**config.mk**
```make
export PLATFORM = sky130hd
export DESIGN_NAME = dmux8way_arbiter
export DESIGN_NICKNAME = d
export VERILOG_FILES = /design/src/rtl/dmux8way_arbiter.sv
export SDC_FILE = /design/constraint.sdc
export NUM_CORES = 1
export LEC_CHECK = 0
export BUFFER_PORTS_ARGS = -buffer_cell sky130_fd_sc_hd__buf_2
export CAP_MARGIN = 10
export CELL_PAD_IN_SITES_DETAIL_PLACEMENT = 1
export CELL_PAD_IN_SITES_GLOBAL_PLACEMENT = 1
export CORE_MARGIN = 10
export CORE_UTILIZATION = 44
export DETAILED_ROUTE_END_ITERATION = 6
export PLACE_DENSITY = 0.92
export SYNTH_ARGS = -nofsm -noshare
export SYNTH_HDL_FRONTEND = slang
export SYNTH_SLANG_ARGS = --single-unit
```
**constraint.sdc**
```tcl
create_clock -name clk -period 4.6 [get_ports clk]
set_input_delay 0.92 -clock clk [delete_from_list [all_inputs] [get_ports clk]]
set_output_delay 0.92 -clock clk [all_outputs]
set_load 0.05 [all_outputs]
```
**src/rtl/dmux8way_arbiter.sv**
```systemverilog
// Round-robin arbiter driving the select and load routing of an 8-way demultiplexed resource.
// Define DMUX8WAY_ARB_FIXED_PRIORITY_EN to pin the search pointer at 0, so the lowest index always wins.
module dmux8way_arbiter #(
    parameter int HOLD_MAX = 4
) (
    input  logic       clk,
    input  logic       reset,
    input  logic [7:0] req,
    input  logic       done,
    input  logic       in,
    output logic [7:0] grant,
    output logic [2:0] sel,
    output logic       busy,
    output logic [7:0] route_out
);
    localparam int HC_W = (HOLD_MAX > 0) ? $clog2(HOLD_MAX + 1) : 1;
    localparam logic [HC_W-1:0] HOLD_LIM = HC_W'(HOLD_MAX);

    typedef enum logic {IDLE, GRANT} state_t;

    state_t          state_reg, state_next;
    logic [2:0]      ptr_reg, ptr_next;
    logic [2:0]      sel_reg, sel_next;
    logic [HC_W-1:0] hold_cnt_reg, hold_cnt_next;

    // First requester at or after p in circular order; the result is ignored when r is all zero.
    function automatic logic [2:0] find_winner(input logic [7:0] r, input logic [2:0] p);
        logic [2:0] w;
        w = p;
        for (int k = 7; k >= 0; k--) begin
            if (r[3'(p + 3'(k))]) w = 3'(p + 3'(k));
        end
        return w;
    endfunction

    always_ff @(posedge clk or posedge reset) begin
        if (reset) begin
            state_reg    <= IDLE;
            ptr_reg      <= 3'd0;
            sel_reg      <= 3'd0;
            hold_cnt_reg <= '0;
        end else begin
            state_reg    <= state_next;
            ptr_reg      <= ptr_next;
            sel_reg      <= sel_next;
            hold_cnt_reg <= hold_cnt_next;
        end
    end

    always_comb begin
        logic       release_now;
        logic       at_limit;
        logic [2:0] new_ptr;
        state_next    = state_reg;
        ptr_next      = ptr_reg;
        sel_next      = sel_reg;
        hold_cnt_next = hold_cnt_reg;
        release_now   = 1'b0;
        at_limit      = (HOLD_MAX != 0) && (hold_cnt_reg == HOLD_LIM);
        new_ptr       = 3'd0;
        case (state_reg)
            IDLE: begin
                if (req != 8'b0) begin
                    state_next    = GRANT;
                    sel_next      = find_winner(req, ptr_reg);
                    hold_cnt_next = HC_W'(1);
                end
            end
            GRANT: begin
                release_now = done || !req[sel_reg] || at_limit;
                if (release_now) begin
`ifdef DMUX8WAY_ARB_FIXED_PRIORITY_EN
                    new_ptr = 3'd0;
`else
                    new_ptr = sel_reg + 3'd1;
`endif
                    ptr_next = new_ptr;
                    // The outgoing holder is still eligible but ranks last from the new pointer.
                    if (req != 8'b0) begin
                        sel_next      = find_winner(req, new_ptr);
                        hold_cnt_next = HC_W'(1);
                    end else begin
                        state_next    = IDLE;
                        sel_next      = 3'd0;
                        hold_cnt_next = '0;
                    end
                end else if (HOLD_MAX != 0) begin
                    hold_cnt_next = hold_cnt_reg + HC_W'(1);
                end
            end
            default: begin
                state_next = IDLE;
                sel_next   = 3'd0;
            end
        endcase
    end

    assign busy      = (state_reg == GRANT);
    assign sel       = sel_reg;
    assign grant     = busy ? (8'b1 << sel_reg) : 8'b0;
    assign route_out = busy ? ({7'b0, in} << sel_reg) : 8'b0;
endmodule

```
Yosys cells after proc, flatten, opt, wreduce, memory -nomap -nowiden
Cells that the tools add are included.
{ "word_totals": {"ff_bits": 10, "input_bits": 12, "out_inout_bits": 20, "wordCells": 112} }
{ "op_classes": {"n_addsub": 16, "n_lt_le_gt_ge": 17, "eq_ne": 3, "shift": 2, "mux": 63, "n_bitwise": 1, "reduce_logical": 6} }
{ "op_table": {"columns": ["op", "count"], "rows": [
  ["3-bit by 4-bit < comparator with 1-bit output (second input constant)", 17],
  ["3-bit two-way mux", 21],
  ["1-bit binary-select mux with 3-bit select", 17],
  ["3-bit adder (second input constant)", 8],
  ["1-bit two-way mux", 20],
  ["8-bit two-way mux", 2],
  ["3-bit by 1-bit adder with 3-bit output (second input constant)", 4],
  ["3-bit by 2-bit adder with 3-bit output (second input constant)", 4],
  ["3-bit case mux with 2 select lines", 2],
  ["8-bit nonzero test", 1],
  ["1-bit by 3-bit left shift with 8-bit output", 1],
  ["1-bit by 3-bit left shift with 8-bit output (first input constant)", 1],
  ["2-bit AND reduction", 2],
  ["3-bit == test (second input constant)", 1],
  ["1-bit logical OR", 2],
  ["2-bit by 1-bit != test with 1-bit output (second input constant)", 1],
  ["2-bit != test (second input constant)", 1],
  ["1-bit case mux with 2 select lines", 1],
  ["1-bit zero test", 1],
  ["1-bit NOT", 1]
]} }

Depth between registers and ports, before layout
Gate-level depths: netlist (run 1).
{ "depth": {"ltp_word": 15, "mapped_depth": 14, "ltp_nobuf": 9} }

Worst setup path after synthesis (run 1)
Ideal clock, no wire load.
{ "synth_timing": {"path_type": "register -> output", "startpoint": "register sel_reg[0], in the netlist sel[0]", "endpoint": "output route_out[3]", "arrival_ns": 2.619, "t_required_ns": 3.680, "setup_slack_ns": 1.061, "path_stages_with_launch": 6, "n_path_buf": 3, "cell_sequence": "dfrtp_1 buf_6 buf_2 clkbuf_1 nand2_1 nor3_1"} }
{ "synth_between": {"elab_chain_cells": 2} }
{ "synth_lines": {"columns": ["element", "line", "source"], "rows": [
  ["start, declared", "23", "logic [2:0] sel_reg, sel_next;"],
  ["start signal, assigned", "45", "sel_reg <= sel_next;"],
  ["1-bit by 3-bit left shift with 8-bit output", "101", "assign route_out = busy ? ({7'b0, in} << sel_reg) : 8'b0;"],
  ["8-bit two-way mux", "101", null],
  ["end, declared", "14", "output logic [7:0] route_out"]
]} }
No other way between the ends.

Final worst setup path (run 1)
{ "layout_timing": {"startpoint": "register sel_reg[1], in the netlist sel[1]", "endpoint": "register sel_reg[1], in the netlist sel[1]"} }
{ "layout_between": {"elab_chain_cells": 15, "elab_cells_between_ends": 42, "cone_classes": "8 x add/sub; 1 x eq/ne; 29 x mux; 4 x reduce/logical"} }
{ "layout_lines": {"columns": ["element", "line", "source"], "rows": [
  ["3-bit by 1-bit adder with 3-bit output", "75", "new_ptr = sel_reg + 3'd1;"],
  ["3-bit adder", "31", "if (r[3'(p + 3'(k))]) w = 3'(p + 3'(k));"],
  ["1-bit binary-select mux with 3-bit select", "31", null],
  ["1-bit two-way mux (implied by the code)", "31", null],
  ["3-bit two-way mux (8 in series)", "31", null],
  ["3-bit two-way mux", "79", "if (req != 8'b0) begin"],
  ["3-bit two-way mux", "71", "if (release_now) begin"],
  ["3-bit case mux with 2 select lines", "61", "case (state_reg)"]
]} }
Several ways; a longest one is shown, not always the timed one. The select of a mux whose other input is x is not followed.
A chain may end at the register's enable or synchronous reset.

==> impl_metrics.py, run 1 <==
metrics = {
    "global_route": {
        "antenna_found_initial": 0,
        "grt_start_max_net_pins": 28,
        "grt_pass1_wl_mm": 11.6,
        "overflow": 0,
        "grt_pass1_vias": 2323,
        "gr-usage-all-layers_pct": 16.2,
    },
    "setup_path": {
        "worst-path-buf-inv": 0,
        "cpPeakStageDelay_ns": 0.65,
        "crit_start": "sel[1]",
        "r2r-start": "sel[1]",
        "path_max_fanout": 16,
        "start_kind": "flop",
        "cp_common_cell": "ha_1",
        "arrival_ns": 3.62,
        "cpMaxStageDelayCell": "dfrtp_1",
        "cp-end-kind": "flop",
        "worstSetupPathType": "reg -> reg",
        "cp_data_required_time_ns": 4.71,
        "path_delay_family": "adder cells",
        "crit_chain": "ha_1, ha_1, xnor2_2, mux4_1, a211oi_1, o31ai_2, and3_1, o21ai_1, a31oi_1",
    },
    "timing": {
        "final_period_minus_worst_setup_slack_ns": 3.51,
        "tightest_slew_ns": 0.751,
        "fmax_ghz": 0.285,
        "hold_viol_final": 0,
        "rsz0062_at_grt": "no",
        "setup_viol": 0,
        "fin_crit_sh_pct": 76.3,
        "tns_ns": 0,
        "relSlewSlack_pct": 50.0,
        "fin_skew_ns": 0.00497,
        "finalWorstSetupSlack_ns": 1.09,
        "drv_slew": 0,
    },
    "detailed_routing": {
        "dr.pass1.iters": 4,
        "drt_iter0_drc": 153,
        "routedWlPerCell_um": 19.6,
        "route.detailed.drc": 0,
        "drt-vias-per-instance": 6.26,
        "wirelength_mm": 6.83,
        "vias": 2183,
        "antenna_left": 0,
    },
    "layout": {
        "nets": 302,
        "areaGrowthSynthToFinish_pct": 6.97,
        "final_cell_mix": "nand2_1, buf_2, nor2_1",
        "layout_commonest_cell": "nand2_1",
        "diodes": 0,
        "drive_above_1_share_pct": 28.7,
    },
    "synthesis": {
        "yosys.area.top_type": "mux4_2",
        "synth-seq-area-share_pct": 11.1,
        "mappedNetlistArea_um2": 2260,
        "synth_ff_type": "dfrtp_1",
        "yosys_warnings": 0,
        "syn_nets": 290,
        "synth_top_cell_area_share_pct": 16.9,
        "synth.avg_cell_area_um2": 8.44,
        "async_reset_ff_share_pct": 100,
        "synth_edf_count": 0,
        "synth_area_leaders": "mux4_2, dfrtp_1, mux2_2, ha_1, nand2_1",
        "ys_ff_latch": 10,
        "synthCells": 268,
        "synth.distinct_cells": 57,
    },
    "clock_tree": {
        "cts_tree": "built",
        "ctsHtreeMaxLevel": 1,
        "clkTransAtPathRegs_ns": 0.05,
        "cts_resized": 0,
        "cts_hold_buf": 0,
        "numCtsBuffers": 3,
        "root_buffer": "clkbuf_8",
        "post_cts_buffers": 0,
        "clock-sinks": 10,
        "clk_latency_ns": 0.24,
        "clockBufferDepth": 2,
    },
    "die": {
        "initial_utilization_pct": 44.9,
        "dieArea_um2": 8410,
        "die_h_um": 91.7,
        "fp.dieW_um": 91.7,
        "core_um2": 5040,
        "ioPinCount": 32,
        "rows": 26,
    },
    "run_status": {
        "outcome": "finished clean",
    },
    "place": {
        "dpl.hpwl_mm": 5.02,
        "place_congestion": 0.979,
        "dp_slack_ns": 1.12,
        "portBuffers": 31,
    },
    "job": {
        "maxCapViolCount": 0,
    },
    "hold_path": {
        "hp-start": "sel[0]",
        "hp-class": "reg -> reg",
    },
}
==> synth_stat cells, drive strengths merged (2+ instances only) <==
cell	instances
or4	2
a21o	2
o311a	2
nand2b	2
nor2	22
mux2	13
nand3	3
nor2b	3
and2	6
dfrtp	10
a22oi	2
nor3	6
a221oi	2
and3	7
a31oi	6
a21oi	15
inv	15
xor2	4
xnor2	3
clkbuf	9
nand2	33
mux2i	12
mux4	19
o211ai	3
a211oi	5
o21ai	16
ha	10
o22ai	4
buf	16
==> kinds of logic (layout without fill, tap and decap cells) <==
group	count (synthesis)	in the layout	synth area share, %
mux	44	44	31.0
fa+ha+maj	10	10	5.53
buf+inv	40	51	9.01
flops	10	10	11.1
xor+xnor	7	7	3.04
simple gates	88	88	19.0
compound gates	69	69	21.3
==> worst paths after layout <==
path / slack [ns] / to / cells after the start
setup / recovery: 1.09 / sel[1] / 9
hold reg to reg: 0.48 / ptr_reg[0] / 1
min in group asynchronous: 0.66 / hold_cnt_reg[0] / 2
setup reg to reg: 1.09 / sel[1] / 9
hold / removal: 0.48 / ptr_reg[0] / 1
max in group asynchronous: 3.65 / sel[1] / 2
==> metrics by stage <==
stage          util [%]  cells  hold WS [ns]  instance area (um^2)
2_1_floorplan         -    268         0.533                  2260
3_3_place_gp       46.9    345         0.449                  2360
3_5_place_dp       46.9    345         0.462                  2360
4_1_cts            48.0    349         0.475                  2420
5_1_grt            48.0    349         0.514                  2420
6_report           48.0    349         0.479                  2420
==> metal layers <==
layer	up-vias	track usage, %	share of wire (%)
met2	68	27.8	49
li1	1019	-	-
met4	0	6.30	2.7
met1	1081	19.7	44
met5	-	0	0
met3	15	2.53	4.8
==> final cells by class <==
class | count | area, um^2
Sequential cell | 10 | 250
Fill cell | 632 | 2620
Multi-Input combinational cell | 218 | 1810
Clock buffer | 4 | 55.1
Tap cell | 70 | 87.6
Inverter | 15 | 56.3
Timing Repair Buffer | 32 | 163
Power of run 1 is not shown: default switching activity piles up to over one toggle a cycle in this logic, so the estimate is an artifact.
==> inputs of run 2 (changes only) <==
--- a/config.mk
+++ b/config.mk
@@ -5,12 +5,13 @@
 export SDC_FILE = /design/constraint.sdc
 export NUM_CORES = 1
 export LEC_CHECK = 0
+export ABC_AREA = 1
 export BUFFER_PORTS_ARGS = -buffer_cell sky130_fd_sc_hd__buf_2
 export CAP_MARGIN = 10
 export CELL_PAD_IN_SITES_DETAIL_PLACEMENT = 1
 export CELL_PAD_IN_SITES_GLOBAL_PLACEMENT = 1
 export CORE_MARGIN = 10
-export CORE_UTILIZATION = 44
+export CORE_UTILIZATION = 38
 export DETAILED_ROUTE_END_ITERATION = 6
 export PLACE_DENSITY = 0.92
 export SYNTH_ARGS = -nofsm -noshare
==> constraint.sdc (replaced) <==
create_clock -name clk -period 3.51 [get_ports clk]
set_input_delay 0.702 -clock clk [delete_from_list [all_inputs] [get_ports clk]]
set_output_delay 0.702 -clock clk [all_outputs]
set_load 0.05 [all_outputs]
==> impl_metrics.py, run 2 <==
metrics = {
    "synthesis": {
        "yosys-top-cells-count": "nand2_1, nand3_1, inv_1",
        "yosys.area_share.simple_pct": 54.3,
        "mappedNetlistArea_um2": 1980,
        "async_reset_ff_share_pct": 100,
        "yosysMostFrequentCell": "nand2_1",
        "synth-seq-area-share_pct": 12.6,
        "ys_ff_latch": 10,
        "synth_ff_type": "dfrtp_1",
        "synth_compound_gate_area_share_pct": 9.97,
        "synthMuxAreaShare_pct": 0,
        "synth_fa_ha_area_share_pct": 6.31,
        "synth_top_cell_area_share_pct": 26.7,
        "syn_nets": 398,
        "synth_top_family_by_area": "simple AND/OR/NAND/NOR gates",
        "synth_area_leaders": "nand2_1, nand3_1, dfrtp_1, inv_1, ha_1",
        "synth.avg_cell_area_um2": 5.27,
        "yosys_warnings": 0,
        "synthCells": 376,
        "yosys.area.top_type": "nand2_1",
        "synth.distinct_cells": 29,
        "synth_edf_count": 0,
        "synth_xor_xnor_area_share_pct": 3.97,
    },
    "place": {
        "portBuffers": 31,
        "dpl.hpwl_mm": 5.97,
        "place_congestion": 0.906,
        "post_dp_cell_area_um2": 2180,
    },
    "setup_path": {
        "crit_chain": "clkinv_1, ha_1, inv_1, nand3_1, nand3_1, nand2_1, a21oi_1, nor2_1, o21bai_1, nand2_1, nand3_1, nand3_1, a21oi_1",
        "worstSetupPathType": "reg -> reg",
        "r2r-start": "ptr_reg[0]",
        "cp_common_cell": "nand3_1",
        "path_delay_family": "simple AND/OR/NAND/NOR gates",
        "cpPeakStageDelay_ns": 0.56,
        "crit_start": "ptr_reg[0]",
        "cpMaxStageDelayCell": "dfrtp_1",
        "arrival_ns": 3.06,
        "path_max_fanout": 12,
        "cp-end-kind": "flop",
        "worst-path-buf-inv": 2,
        "start_kind": "flop",
        "cp_data_required_time_ns": 3.67,
    },
    "layout": {
        "drive_above_1_share_pct": 13.2,
        "nets": 427,
        "areaGrowthSynthToFinish_pct": 11.9,
        "seq_area_um2": 250,
        "layout_commonest_cell": "nand2_1",
        "utilization_pct": 43.7,
        "fin_area_um2": 2220,
        "multi_input_area_um2": 1480,
        "nFillCells": 775,
        "diodes": 0,
        "final_cell_mix": "nand2_1, nand3_1, inv_1",
    },
    "detailed_routing": {
        "routedWlPerCell_um": 15.1,
        "vias": 2493,
        "antenna_left": 0,
        "drt_iter0_drc": 86,
        "drt-vias-per-instance": 5.27,
        "dr.pass1.iters": 5,
        "wirelength_mm": 7.17,
        "route.detailed.drc": 0,
    },
    "clock_tree": {
        "clkTransAtPathRegs_ns": 0.05,
        "cts_hold_buf": 0,
        "cts_tree": "built",
        "clk_latency_ns": 0.23,
        "ctsHtreeMaxLevel": 1,
        "numCtsBuffers": 3,
        "clock-sinks": 10,
        "root_buffer": "clkbuf_8",
        "post_cts_buffers": 0,
        "cts_resized": 0,
        "clockBufferDepth": 2,
    },
    "die": {
        "die_h_um": 92.2,
        "core_um2": 5070,
        "rows": 26,
        "dieArea_um2": 8510,
        "ioPinCount": 32,
        "initial_utilization_pct": 39.1,
        "fp.dieW_um": 92.2,
    },
    "timing": {
        "fmax_ghz": 0.345,
        "relSlewSlack_pct": 70.9,
        "tightest_slew_ns": 0.437,
        "hold_viol_final": 0,
        "rsz0062_at_grt": "no",
        "drv_slew": 0,
        "final_period_minus_worst_setup_slack_ns": 2.90,
        "setup_viol": 0,
        "fin_crit_sh_pct": 82.6,
        "tns_ns": 0,
        "fin_skew_ns": 0.00520,
    },
    "hold_path": {
        "hp-class": "in -> async",
    },
    "job": {
        "maxCapViolCount": 0,
    },
    "global_route": {
        "overflow": 0,
        "gr-usage-all-layers_pct": 16.6,
        "grt_pass1_vias": 2673,
        "grt_pass1_wl_mm": 12.2,
        "antenna_found_initial": 0,
        "grt_start_max_net_pins": 23,
    },
    "run_status": {
        "outcome": "finished clean",
    },
}
## run 2: cell types whose count changed after synthesis, sizes merged, moves of 7 or more
cell / delta
nand3: +67
buf: -8
mux2: -13
clkbuf: -8
nor2: +7
mux4: -19
mux2i: -12
and3: -7
nand2: +115
inv: +33
## run 2: kinds of logic (layout without fill, tap and decap cells)
kind of cell	count (synthesis)	in the layout
AOI/OAI and AO/OA	37	37
DFF	10	10
adders and majority gates	10	10
xor gates and xnor gates	9	9
and+or+nand+nor	250	250
buffers and inverters	60	87
## run 2: through the flow
stage / hold slack (ns) / worst slack, ns / instances
3_5_place_dp: 0.580 / 0.669 / 470
4_1_cts: 0.462 / 0.653 / 473
3_3_place_gp: 0.548 / 0.699 / 470
6_report: 0.449 / 0.611 / 473
5_1_grt: 0.486 / 0.324 / 473
2_1_floorplan: 0.522 / 0.836 / 376
## run 2: area by class of cell
type	count	area share, %
Clock buffer	3	1.86
Inverter	51	8.63
Multi-Input combinational cell	306	66.6
Sequential cell	10	11.3
Tap cell	70	3.95
Timing Repair Buffer	33	7.67
## run 2: per-layer routing
layer  vias up  share of wire (%)  GRT usage, %
met5         -                  0             0
met4         0                3.2          6.94
met3        16                2.3         0.978
met2        58                 51          31.1
met1      1172                 43          18.9
li1       1247                  -             -
## run 2: worst paths after layout
path / endpoint / slack [ns] / cells after the start
worst max register to register: sel[0] / 0.61 / 13
worst min-delay path: hold_cnt_reg[0] / 0.45 / 2
worst min register to register: hold_cnt_reg[1] / 0.59 / 2
max in group asynchronous: ptr_reg[2] / 2.77 / 2
min in group clk: hold_cnt_reg[1] / 0.59 / 2
worst max-delay path: sel[0] / 0.61 / 13
Power of run 2 is left out for the same reason.
